==> config.mk <==
export PLATFORM = sky130hd
export DESIGN_NAME = wb_hyperram_postbuf
export DESIGN_NICKNAME = d
export VERILOG_FILES = /design/src/rtl/wb_hyperram_postbuf.sv
export SDC_FILE = /design/constraint.sdc
export NUM_CORES = 1
export LEC_CHECK = 0
export BUFFER_PORTS_ARGS = -buffer_cell sky130_fd_sc_hd__buf_2
export CAP_MARGIN = 20
export CORE_MARGIN = 10
export CORE_UTILIZATION = 62
export CTS_CLUSTER_DIAMETER = 100
export DETAILED_ROUTE_END_ITERATION = 8
export PLACE_DENSITY = 0.95
export SLEW_MARGIN = 0
export SYNTH_ARGS = -nofsm -noshare
export SYNTH_HDL_FRONTEND = slang
export SYNTH_HIERARCHICAL = 1
export SYNTH_SLANG_ARGS = --single-unit
==> constraint.sdc <==
create_clock -name wb_clk_i -period 5.25 [get_ports wb_clk_i]
set_input_delay 0.2625 -clock wb_clk_i [delete_from_list [all_inputs] [get_ports wb_clk_i]]
set_output_delay 0.2625 -clock wb_clk_i [all_outputs]
set_load 0.02 [all_outputs]
==> src/rtl/wb_hyperram_postbuf.sv <==
// Posted-write buffer in front of wb_hyperram: writes ack 1 cycle after queueing; reads wait until queued writes drain.
// Full FIFO stalls writes with no ack; HB_POSTBUF_STATS_EN adds saturating full-stall and read-wait counters.

module hb_postbuf_fifo #(
  parameter int W     = 68,
  parameter int DEPTH = 4,
  parameter int CNT_W = $clog2(DEPTH) + 1
) (
  input  logic             clk,
  input  logic             rst_n,
  input  logic             push,
  input  logic             pop,
  input  logic [W-1:0]     din,
  output logic [W-1:0]     head,
  output logic [CNT_W-1:0] count
);
  localparam int AW = $clog2(DEPTH);

  logic [W-1:0]  mem [DEPTH];
  logic [AW-1:0] wr_ptr;
  logic [AW-1:0] rd_ptr;

  always_ff @(posedge clk or negedge rst_n) begin
    if (!rst_n) begin
      wr_ptr <= '0;
      rd_ptr <= '0;
      count  <= '0;
    end else begin
      if (push) wr_ptr <= wr_ptr + AW'(1);
      if (pop)  rd_ptr <= rd_ptr + AW'(1);
      case ({push, pop})
        2'b10:   count <= count + CNT_W'(1);
        2'b01:   count <= count - CNT_W'(1);
        default: count <= count;
      endcase
    end
  end

  // Storage needs no reset: only slots between the pointers are ever read.
  always_ff @(posedge clk) begin
    if (push) mem[wr_ptr] <= din;
  end

  assign head = mem[rd_ptr];
endmodule

module wb_hyperram_postbuf #(
  parameter int DEPTH = 4,
  parameter int LVL_W = $clog2(DEPTH) + 1
) (
  input  logic             wb_clk_i,
  input  logic             wb_rst_ni,
  input  logic             wbs_cyc_i,
  input  logic             wbs_stb_i,
  input  logic             wbs_we_i,
  input  logic [3:0]       wbs_sel_i,
  input  logic [31:0]      wbs_adr_i,
  input  logic [31:0]      wbs_dat_i,
  output logic             wbs_ack_o,
  output logic [31:0]      wbs_dat_o,
  output logic             wbm_cyc_o,
  output logic             wbm_stb_o,
  output logic             wbm_we_o,
  output logic [3:0]       wbm_sel_o,
  output logic [31:0]      wbm_adr_o,
  output logic [31:0]      wbm_dat_o,
  input  logic             wbm_ack_i,
  input  logic [31:0]      wbm_dat_i,
  output logic [LVL_W-1:0] level_o,
  output logic             busy_o
`ifdef HB_POSTBUF_STATS_EN
  ,
  output logic [15:0]      full_stalls_o,
  output logic [15:0]      rd_waits_o
`endif
);
  typedef struct packed {
    logic [31:0] adr;
    logic [31:0] dat;
    logic [3:0]  sel;
  } entry_t;

  typedef enum logic [1:0] {IDLE, WRITE, READ, GAP} state_t;

  localparam int                ENTRY_W = $bits(entry_t);
  localparam logic [LVL_W-1:0]  FULL    = LVL_W'(DEPTH);

  state_t             state;
  entry_t             wr_entry;
  entry_t             head;
  logic [ENTRY_W-1:0] head_vec;
  logic [LVL_W-1:0]   count;
  logic               ack_q;
  logic               rd_pending;
  logic [31:0]        rd_adr;
  logic [3:0]         rd_sel;
  logic               req;
  logic               wr_req;
  logic               push;
  logic               pop;
  logic               rd_done;

  // Ack is gated by cyc so a master that abandons a read never sees a stray ack.
  assign wbs_ack_o = ack_q & wbs_cyc_i;
  assign req       = wbs_cyc_i & wbs_stb_i & ~wbs_ack_o;
  assign wr_req    = req & wbs_we_i;
  assign push      = wr_req & (count < FULL);
  assign pop       = (state == WRITE) & wbm_ack_i;
  assign rd_done   = (state == READ) & wbm_ack_i;
  assign wr_entry  = '{adr: wbs_adr_i, dat: wbs_dat_i, sel: wbs_sel_i};
  assign head      = head_vec;
  assign level_o   = count;
  assign busy_o    = (count != '0) | wbm_cyc_o;

  hb_postbuf_fifo #(
    .W     (ENTRY_W),
    .DEPTH (DEPTH),
    .CNT_W (LVL_W)
  ) u_fifo (
    .clk   (wb_clk_i),
    .rst_n (wb_rst_ni),
    .push  (push),
    .pop   (pop),
    .din   (wr_entry),
    .head  (head_vec),
    .count (count)
  );

  always_ff @(posedge wb_clk_i or negedge wb_rst_ni) begin
    if (!wb_rst_ni) begin
      ack_q      <= 1'b0;
      rd_pending <= 1'b0;
      rd_adr     <= '0;
      rd_sel     <= '0;
      wbs_dat_o  <= '0;
    end else begin
      ack_q <= push | (rd_done & wbs_cyc_i);
      if (rd_done) begin
        rd_pending <= 1'b0;
        wbs_dat_o  <= wbm_dat_i;
      end else if (req && !wbs_we_i && !rd_pending) begin
        rd_pending <= 1'b1;
        rd_adr     <= wbs_adr_i;
        rd_sel     <= wbs_sel_i;
      end
    end
  end

  // Queued writes always win over a pending read, which keeps reads ordered behind them.
  always_ff @(posedge wb_clk_i or negedge wb_rst_ni) begin
    if (!wb_rst_ni) begin
      state     <= IDLE;
      wbm_cyc_o <= 1'b0;
      wbm_stb_o <= 1'b0;
      wbm_we_o  <= 1'b0;
      wbm_sel_o <= '0;
      wbm_adr_o <= '0;
      wbm_dat_o <= '0;
    end else begin
      case (state)
        IDLE: begin
          if (count != '0) begin
            state     <= WRITE;
            wbm_cyc_o <= 1'b1;
            wbm_stb_o <= 1'b1;
            wbm_we_o  <= 1'b1;
            wbm_sel_o <= head.sel;
            wbm_adr_o <= head.adr;
            wbm_dat_o <= head.dat;
          end else if (rd_pending) begin
            state     <= READ;
            wbm_cyc_o <= 1'b1;
            wbm_stb_o <= 1'b1;
            wbm_we_o  <= 1'b0;
            wbm_sel_o <= rd_sel;
            wbm_adr_o <= rd_adr;
            wbm_dat_o <= '0;
          end
        end
        WRITE, READ: begin
          if (wbm_ack_i) begin
            state     <= GAP;
            wbm_cyc_o <= 1'b0;
            wbm_stb_o <= 1'b0;
            wbm_we_o  <= 1'b0;
            wbm_sel_o <= '0;
            wbm_adr_o <= '0;
            wbm_dat_o <= '0;
          end
        end
        GAP:     state <= IDLE;
        default: state <= IDLE;
      endcase
    end
  end

`ifdef HB_POSTBUF_STATS_EN
  always_ff @(posedge wb_clk_i or negedge wb_rst_ni) begin
    if (!wb_rst_ni) begin
      full_stalls_o <= '0;
      rd_waits_o    <= '0;
    end else begin
      if (wr_req && (count == FULL) && (full_stalls_o != 16'hFFFF))
        full_stalls_o <= full_stalls_o + 16'd1;
      if (rd_pending && (count != '0) && (rd_waits_o != 16'hFFFF))
        rd_waits_o <= rd_waits_o + 16'd1;
    end
  end
`endif
endmodule

Yosys cells after proc, flatten, opt, wreduce, memory -nomap -nowiden
Memory sizes are Yosys's and may differ from the RTL's.
Cells that the tools add are included.

storage, ports and cells
  register bits after elaboration = 149
  bits in writable memories = 272
  output and inout port bits = 108
  word-level logic and storage cells = 79
  memories kept = 1

memories
  memory      depth  width  read ports  clocked after Yosys merged registers in  write ports  line  source
  u_fifo.mem  4      68     1           0                                        1            19    logic [W-1:0] mem [DEPTH];

operators by class
  add/subtract/negate cells = 4
  magnitude comparators = 1
  equal/unequal tests = 7
  multiplexer cells = 27
  bitwise gates (word level) = 12
  reductions and logical operators = 13

operators by type and width
  cell                                              number
  2-to-1 mux 32 bit                                 5
  one-hot mux 32 bit (2 select lines)               2
  2-to-1 mux 4 bit                                  3
  2-to-1 mux 1 bit                                  9
  AND 1 bit                                         8
  one-hot mux 4 bit (2 select lines)                1
  == test 2 bit, second input constant              3
  2-to-1 mux 2 bit                                  3
  one-hot mux 2 bit (3 select lines)                1
  one-hot mux 3 bit (2 select lines)                1
  nonzero test 2 bit                                3
  adder 2 x 1 -> 2 bit, second input constant       2
  == test 2 x 1 -> 1 bit, second input constant     2
  one-hot mux 1 bit (2 select lines)                2
  AND reduction 2 bit                               2
  adder 3 x 1 -> 3 bit, second input constant       1
  < comparator 3 bit, second input constant         1
  inequality test 3 bit, second input constant      1
  AND reduction 3 bit                               1
  nonzero test 3 bit                                1
  subtractor 3 x 1 -> 3 bit, second input constant  1
  logical AND 1 bit                                 2
  logical NOT 1 bit                                 2
  logical NOT 2 bit                                 1
  other kinds (4)                                   6

Longest topological paths before layout
Gate-level depths: netlist (run 1).

  depth after elaboration = 7
  depth in mapped cells = 9
  mapped depth without buffers = 8

Hierarchy
Netlist (run 1), hierarchy kept.

by module, submodules not included
  module               instances  cells each  area an instance (um^2)
  hb_postbuf_fifo      1          387         10267.3
  wb_hyperram_postbuf  1          460         6019.5

Least setup slack after synthesis (run 1)
Ideal clock, no wire load.

  kind = reg2reg
  from = register ack_q
  to = memory u_fifo.mem[0][0], enable pin
  arrival time = 2.793 ns
  data required time = 4.817 ns
  setup slack = 2.024 ns
  stages on the path, launching flop included = 4
  period minus slack after synthesis = 3.226 ns
  path through = dfrtp_1 -> nand3b_1 -> nor3b_1 -> and2_1

on the way
  longest elaborated chain between the ends = 7

ends and longest elaborated chain
  item                                    line  source
  from (decl)                             93    logic ack_q;
  from (signal assigned)                  137   ack_q <= push | (rd_done & wbs_cyc_i);
  AND 1 bit                               104   assign wbs_ack_o = ack_q & wbs_cyc_i;
  NOT 1 bit                               105   assign req = wbs_cyc_i & wbs_stb_i & ~wbs_ack_o;
  AND 1 bit                               105
  AND 1 bit                               106   assign wr_req = req & wbs_we_i;
  AND 1 bit                               107   assign push = wr_req & (count < FULL);
  net push                                99    logic push;
  2-to-1 mux 1 bit                        41    if (push) mem[wr_ptr] <= din;
  2-to-1 mux 1 bit (implied by the code)  41
  to (decl)                               19

The timed path passes the listed nets, and every way through them passes these cells.

Worst setup path in the final report (run 1)
  from = register state[0]
  to = register wbm_dat_o[15]

on the way
  longest elaborated chain between the ends = 4

ends and longest elaborated chain
  item                                                                          line  source
  from (decl)                                                                   88    state_t state;
  from (signal assigned)                                                        152   state <= IDLE;
  from (signal assigned)                                                        163   state <= WRITE;
  from (signal assigned)                                                        171   state <= READ;
  == test 2 x 1 -> 1 bit or == test 2 bit (tied branches)                       160   case (state)
  OR reduction 2 bit                                                            160
  inequality test 2 bit (no source line) or nonzero test 2 bit (tied branches)  --
  AND reduction 3 bit (no source line)                                          --
  to (signal assigned)                                                          169   wbm_dat_o <= head.dat;
  to (decl)                                                                     66    output logic [31:0] wbm_dat_o,

Several ways; a longest one is shown, not always the timed one.
A chain may end at the register's enable or synchronous reset.

==> impl_results.md, run 1 <==
* Outcome: complete, no violations
* First-pass GRT wire length at 59600 um
* Setup crit end kind: register
* Worst skew pair latency at 0.52 ns
* Reg2reg end: wbm_dat_o[15]$_DFFE_PN0P_
* HP Class: input pin to register
* Simple-gate portion of the synthesized area at 0.0343
* GRT Residual Overflow at 0
* Reg clk slew, reported paths at 0.06 ns
* Complex-gate fraction of the synthesized area at 0.0467
* # DRC at 0
* Die H at 182 um
* Synthesized flop and latch total at 421
* Aggregate global-route resource usage at 0.230
* Rel. slew slack at 0.247
* Pin count of the biggest net entering global routing at 103
* Cells after synthesis at 847
* Final WL at 38700 um
* Synthesized area per cell at 19.2 um2
* CP Launch Point: state[0]$_DFFE_PN0P_
* PD cells at 543 nW/um2
* Hold Path Cell Cnt at 2
* DR vias at 9196
* Sw Pwr at 3.49 mW
* Hold EP: wbs_dat_o[18]$_DFFE_PN0N_
* Warnings from Yosys at 6
* CP arrival at 3.18 ns
* Vias per cell at 6.01
* Worst hold margin at 0.0100 ns
* I/O Pins at 214
* Top-area cell type share of the netlist area at 0.501
* Leak Pwr at 7.99 nW
* Post-Synth XOR/XNOR Area at 0.00323
* Post-Synth Adder-Cell Area at 0.00814
* Post-synthesis mux area share at 0.149
* Setup violators final at 0
* Clock period minus worst slack at 2.74 ns
* Dpl ws at 2.37 ns
* Most common cell after layout, fill and taps aside: edfxtp_1
* RSZ-0062 raised after global routing: no
* Post-DRT Antenna Nets at 0
* Die Wd at 182 um
* Ranking of synthesized cells by area: edfxtp_1 (50%), dfrtp_1 (23%), mux4_2 (9.4%)
* Max Clk Rate at 365 MHz
* Synth cell types at 40
* Main combinational cell family by area after synthesis: multiplexers
* CTS Buf Count at 40
* Die Footprint at 33200 um2
* R2R cell count at 6
* Row count at 59
* Worst r2r src: state[0]$_DFFE_PN0P_
* CP startpoint kind: register
* Core ar. at 26000 um2
* CTS Root Cell: clkbuf_16
* Starting Density at 0.627
* Max FO, Critical Path at 33
* Synthesized area at 16300 um2
* Cell internal pwr at 7.28 mW
* Avg WL per Cell at 25.3 um
* Critical Path RT at 5.69 ns
* Fin. Hold Viols at 0
* Vias in the first global route at 10100
* Worst-Margin Slew at 1.13 ns
* Layout cell share with drive strength beyond 1 at 0.381
* Hold Crit Start: wbm_dat_i[18]
* CTS tree: yes
* H-tree levels at 2
* Initial antenna violation count at 1
* PostCTS Resize Cnt at 0
* Seq pwr share at 0.427
* PortBufs at 213
* Slew Limit Fails at 0
* Leading area contributor after synthesis: edfxtp_1
* MaxCap Viol Count at 0
* Final worst setup slack at 2.51 ns
* Setup TNS at 0 ns
* Setup slack, reg-to-reg at 2.51 ns
* Post-CTS Setup Inserts at 0
* Fin nets at 1278
* Syn-to-layout area delta at 21.7%
* Async SR Flop Fraction at 0.354
* Crit path kind: register to register
* Clk pwr share at 0.270
* Primary FF master, synth: edfxtp_1
* Final GP Congestion at 0.727
* Net Sw Frac at 0.324
* Post-synth EDFFs at 272
* Period utilisation layout at 0.522
* Most frequent cells in the layout: edfxtp_1 (272), buf_2 (213), dfrtp_1 (147)
* Syn_nets at 963
* Logic pwr share at 0.303
* CTS Buffer Depth at 3
* DRT Pass-1 Iters at 5
* Detail Placement HPWL at 20900 um
* CTS sink count at 421
* Register area share after synthesis at 0.730
* Peak supply drop at 497 uV
* Initial DRC Count at 933
* Final core occ at 0.763
* Clk_skew at 0.0158 ns
* Filler cells at 1381
-- sequential cells by signal, indices dropped and copies added (netlist names), 3 cells and up --
| register | flops |
|---|---|
| u_fifo/mem | 272 |
| wbm_adr_o | 32 |
| rd_sel | 4 |
| wbm_sel_o | 4 |
| wbs_dat_o | 32 |
| u_fifo/count | 3 |
| rd_adr | 32 |
| wbm_dat_o | 32 |
-- per-stage QoR --
stage | cell area (um2) | power (mW) | std cells
2_1_floorplan | 16300 | 7.01 | 847
3_3_place_gp | 17400 | 7.61 | 1351
3_5_place_dp | 17400 | 7.77 | 1351
4_1_cts | 19800 | 10.7 | 1526
5_1_grt | 19800 | 11.2 | 1529
6_report | 19800 | 10.8 | 1530
-- how the worst max path moves through the flow --
stage                                   to  slack (ns)
3_3_place_gp   u_fifo/mem[0][18]$_DFFE_PP_        2.46
5_1_grt          wbm_dat_o[15]$_DFFE_PN0P_        2.35
3_5_place_dp   u_fifo/mem[1][21]$_DFFE_PP_        2.37
2_1_floorplan   u_fifo/mem[0][0]$_DFFE_PP_        2.02
6_report         wbm_dat_o[15]$_DFFE_PN0P_        2.51
4_1_cts        u_fifo/mem[1][50]$_DFFE_PP_        2.24
-- power by group through the flow --
| stage | registers (mW) | clock network [mW] | logic, mW |
|---|---|---|---|
| floorplan | 4.75 | 0 | 2.26 |
| global placement | 4.59 | 0 | 3.02 |
| detailed placement | 4.64 | 0 | 3.13 |
| CTS | 4.58 | 2.93 | 3.22 |
| global route | 4.67 | 3.07 | 3.50 |
| finish | 4.60 | 2.91 | 3.26 |
-- what timing repair did --
action | 4_1_cts | 5_1_grt
endpoints found under the setup margin | 0 | 0
hold buffers | 101 | 0
hold endpoints to repair | 405 | 0
-- layer usage --
layer  share of wire  global-route usage  vias to the layer above
met5               0                   0                        -
met4           0.022              0.0654                        0
met3           0.086              0.0540                       68
met2            0.51               0.390                      506
met1            0.38               0.292                     4697
li1                -                   -                     3925
-- kinds of logic after synthesis --
family          count (synthesis)
mux                           137
xor+xnor                        6
fa+ha+maj                      10
compound gates                115
flops                         421
buf+inv                        56
simple gates                  102
-- Yosys cell counts (all sizes together) (2+ instances only) --
master,n
nand2b,3
nor2b,2
nor2,7
edfxtp,272
xor2,3
o21ai,39
nand3b,2
mux2,69
xnor2,3
and3,36
nand2,41
buf,41
nor3,3
mux4,68
and2,6
a21oi,37
a22o,33
clkbuf,10
o21a,2
dfrtp,149
inv,5
ha,9
-- critical path, cell delays in order (launching register included) --
cell      delay (ns)
dfrtp_1         0.38
inv_1           0.09
ha_1            0.37
nand2b_2        0.43
buf_4           0.36
nor2_4          0.71
a22o_1          0.28
-- cell type report --
cell class              instances  area (um2)  area share
flip-flops and latches        421       11900       0.601
multi-input cells             370        3950       0.199
repair buffers                324        2190       0.111
clock buffers                  53        1120      0.0566
well taps                     335         419      0.0211
clock inverters                21         214      0.0108
inverters                       5        18.8    0.000947
diodes                          1        2.50    0.000126
(Power assumes the default switching activity.)
==> run 2: changes to the inputs <==
--- a/config.mk
+++ b/config.mk
@@ -8,10 +8,10 @@
 export BUFFER_PORTS_ARGS = -buffer_cell sky130_fd_sc_hd__buf_2
 export CAP_MARGIN = 20
 export CORE_MARGIN = 10
-export CORE_UTILIZATION = 62
+export CORE_UTILIZATION = 52
 export CTS_CLUSTER_DIAMETER = 100
 export DETAILED_ROUTE_END_ITERATION = 8
-export PLACE_DENSITY = 0.95
+export PLACE_DENSITY = 0.88
 export SLEW_MARGIN = 0
 export SYNTH_ARGS = -nofsm -noshare
 export SYNTH_HDL_FRONTEND = slang
==> constraint.sdc (replaced) <==
create_clock -name wb_clk_i -period 2.3 [get_ports wb_clk_i]
set_input_delay 0.115 -clock wb_clk_i [delete_from_list [all_inputs] [get_ports wb_clk_i]]
set_output_delay 0.115 -clock wb_clk_i [all_outputs]
set_load 0.02 [all_outputs]
==> run 2 against run 1 <==
Die area up 17%. Flip-flop and latch count unchanged. Maximum frequency up 30%. First-iteration DRC count down 31%. Critical path depth down 1. Core utilization down 10 points. Cell count up 5.8%. Critical path type unchanged.
==> impl_results.md, run 2 (same netlist as run 1, synthesis figures left out) <==
* Worst r2r src: state[0]$_DFFE_PN0P_
* N_diodes at 0
* Final core occ at 0.660
* Fin. Hold Viols at 0
* Setup violators final at 0
* Clock period minus worst slack at 2.11 ns
* Clk pwr share at 0.270
* MaxCap Viol Count at 0
* Worst skew pair latency at 0.53 ns
* Hold Path Cell Cnt at 4
* Die Wd at 197 um
* Final GP Congestion at 0.759
* Vias in the first global route at 10100
* Reg2reg end: wbm_dat_o[11]$_DFFE_PN0P_
* DRT Pass-1 Iters at 5
* Die Footprint at 38800 um2
* First-pass GRT wire length at 59300 um
* R2R cell count at 5
* CP startpoint kind: register
* Detail Placement HPWL at 21700 um
* HP Class: input pin to register
* Max FFs per register at 272
* CTS Buf Count at 42
* Starting Density at 0.530
* Most frequent cells in the layout: edfxtp_1 (272), buf_2 (212), dfrtp_1 (147)
* Seq pwr share at 0.417
* Clk_skew at 0.0178 ns
* Pin count of the biggest net entering global routing at 70
* Tot Pwr at 24.9 mW
* Leak Pwr at 8.18 nW
* GRT Residual Overflow at 0
* Outcome: complete, no violations
* Slew Limit Fails at 0
* Avg WL per Cell at 23.4 um
* Syn-to-layout area delta at 24.6%
* Layout cell share with drive strength beyond 1 at 0.395
* Post-CTS Setup Inserts at 0
* Max FO, Critical Path at 69
* Area after DPL at 17900 um2
* Row count at 64
* Post-DRT Antenna Nets at 0
* Logic pwr share at 0.313
* I/O Pins at 214
* CP Launch Point: state[0]$_DFFE_PN0P_
* DR vias at 9230
* Final instance area at 20300 um2
* CTS sink count at 421
* PortBufs at 213
* Final WL at 37800 um
* CP cell instances: inv_1, ha_4, nand2b_2, a22o_4, a22o_1
* Period utilisation layout at 0.916
* Core ar. at 30700 um2
* Fin cells at 1618
* Slowest CP cell: a22o_4
* CP Capture Point: wbm_dat_o[11]$_DFFE_PN0P_
* Crit path kind: register to register
* Setup slack, reg-to-reg at 0.19 ns
* Aggregate global-route resource usage at 0.195
* H-tree levels at 2
* CP arrival at 2.57 ns
* Initial DRC Count at 646
* CTS Root Cell: clkbuf_16
* Rel. slew slack at 0.349
* Setup crit end kind: register
* Cell internal pwr at 16.9 mW
* Reg clk slew, reported paths at 0.07 ns
* Most common cell after layout, fill and taps aside: edfxtp_1
* Sw Pwr at 8.00 mW
* CP max stage delay at 0.76 ns
* Fin nets at 1304
* # DRC at 0
* RSZ-0062 raised after global routing: no
* Largest Register: u_fifo/mem
* Worst-Margin Slew at 0.977 ns
* Net Sw Frac at 0.322
* Initial antenna violation count at 1
* Max Clk Rate at 474 MHz
* Inst Count DP at 1436
* Vias per cell at 5.70
* Die H at 197 um
* CTS tree: yes
* Worst hold margin at 0.0262 ns
* PD cells at 1230 nW/um2
* Peak supply drop at 937 uV
* Filler cells at 2013
* Critical Path RT at 2.76 ns
* CTS Buffer Depth at 3
==> run 2: cell count changes in the layout (fill, tap and decap cells not counted), sizes merged <==
cell         previous run  this run
clkinv                 13        15
dlygate4sd3           101       104
diode                   1         0
buf                   222       244
bufinv                  4         2
clkbuf                 54        57
clkinvlp                2         1
inv                     7         8
==> run 2: worst min path at each step <==
stage	start	end
5_1_grt	wbm_ack_i	wbm_stb_o$_DFFE_PN0P_
4_1_cts	wbm_ack_i	wbm_stb_o$_DFFE_PN0P_
3_3_place_gp	wb_rst_ni	wbm_sel_o[0]$_DFFE_PN0P_
6_report	wbm_ack_i	wbm_stb_o$_DFFE_PN0P_
2_1_floorplan	wb_rst_ni	ack_q$_DFF_PN0_
3_5_place_dp	wb_rst_ni	wbm_sel_o[0]$_DFFE_PN0P_
==> run 2: timing repair <==
action	CTS	global route
hold buffers	104	0
endpoints found under the setup margin	0	32
resized for setup	0	3
endpoints found under the hold margin	403	0
==> run 2: routing by layer <==
metal,part of all wire,wire length (um),vias up,global-route usage
met3,0.081,3050,54,0.0451
met5,0.00034,13,-,0
met1,0.40,15300,4790,0.252
li1,-,-,3981,-
met4,0.016,616,2,0.0456
met2,0.50,18900,403,0.330
==> run 2: cell type report <==
class / count / area, um2 / share of cell area
Clock buffer: 57 / 1200 / 0.0591
Clock inverter: 21 / 174 / 0.00857
Inverter: 5 / 18.8 / 0.000925
Multi-Input combinational cell: 370 / 3960 / 0.195
Sequential cell: 421 / 11900 / 0.587
Tap cell: 396 / 495 / 0.0244
Timing Repair Buffer: 348 / 2540 / 0.125
==> run 2: critical path, delay by kind of cell (launching register included) <==
family	cells	cell delay, ns
AOI/OAI and AO/OA	2	1.04
DFF	1	0.39
adders and majority gates	1	0.31
and+or+nand+nor	1	0.13
buffers and inverters	1	0.12
==> run 2: through the flow <==
stage	setup slack (ns)	TNS [ns]
after floorplan	-0.212	-57.68
after global placement	0.249	0
after detailed placement	0.180	0
after CTS	0.139	0
after global routing	0.0586	0
final	0.192	0
==> run 2: power groups by stage <==
stage	Clock (mW)	Combinational (mW)	Sequential (mW)
after floorplan	0	5.16	10.8
after global placement	0	7.37	10.4
after detailed placement	0	7.60	10.5
after CTS	6.79	7.76	10.3
after global routing	7.17	8.42	10.5
final	6.70	7.79	10.4
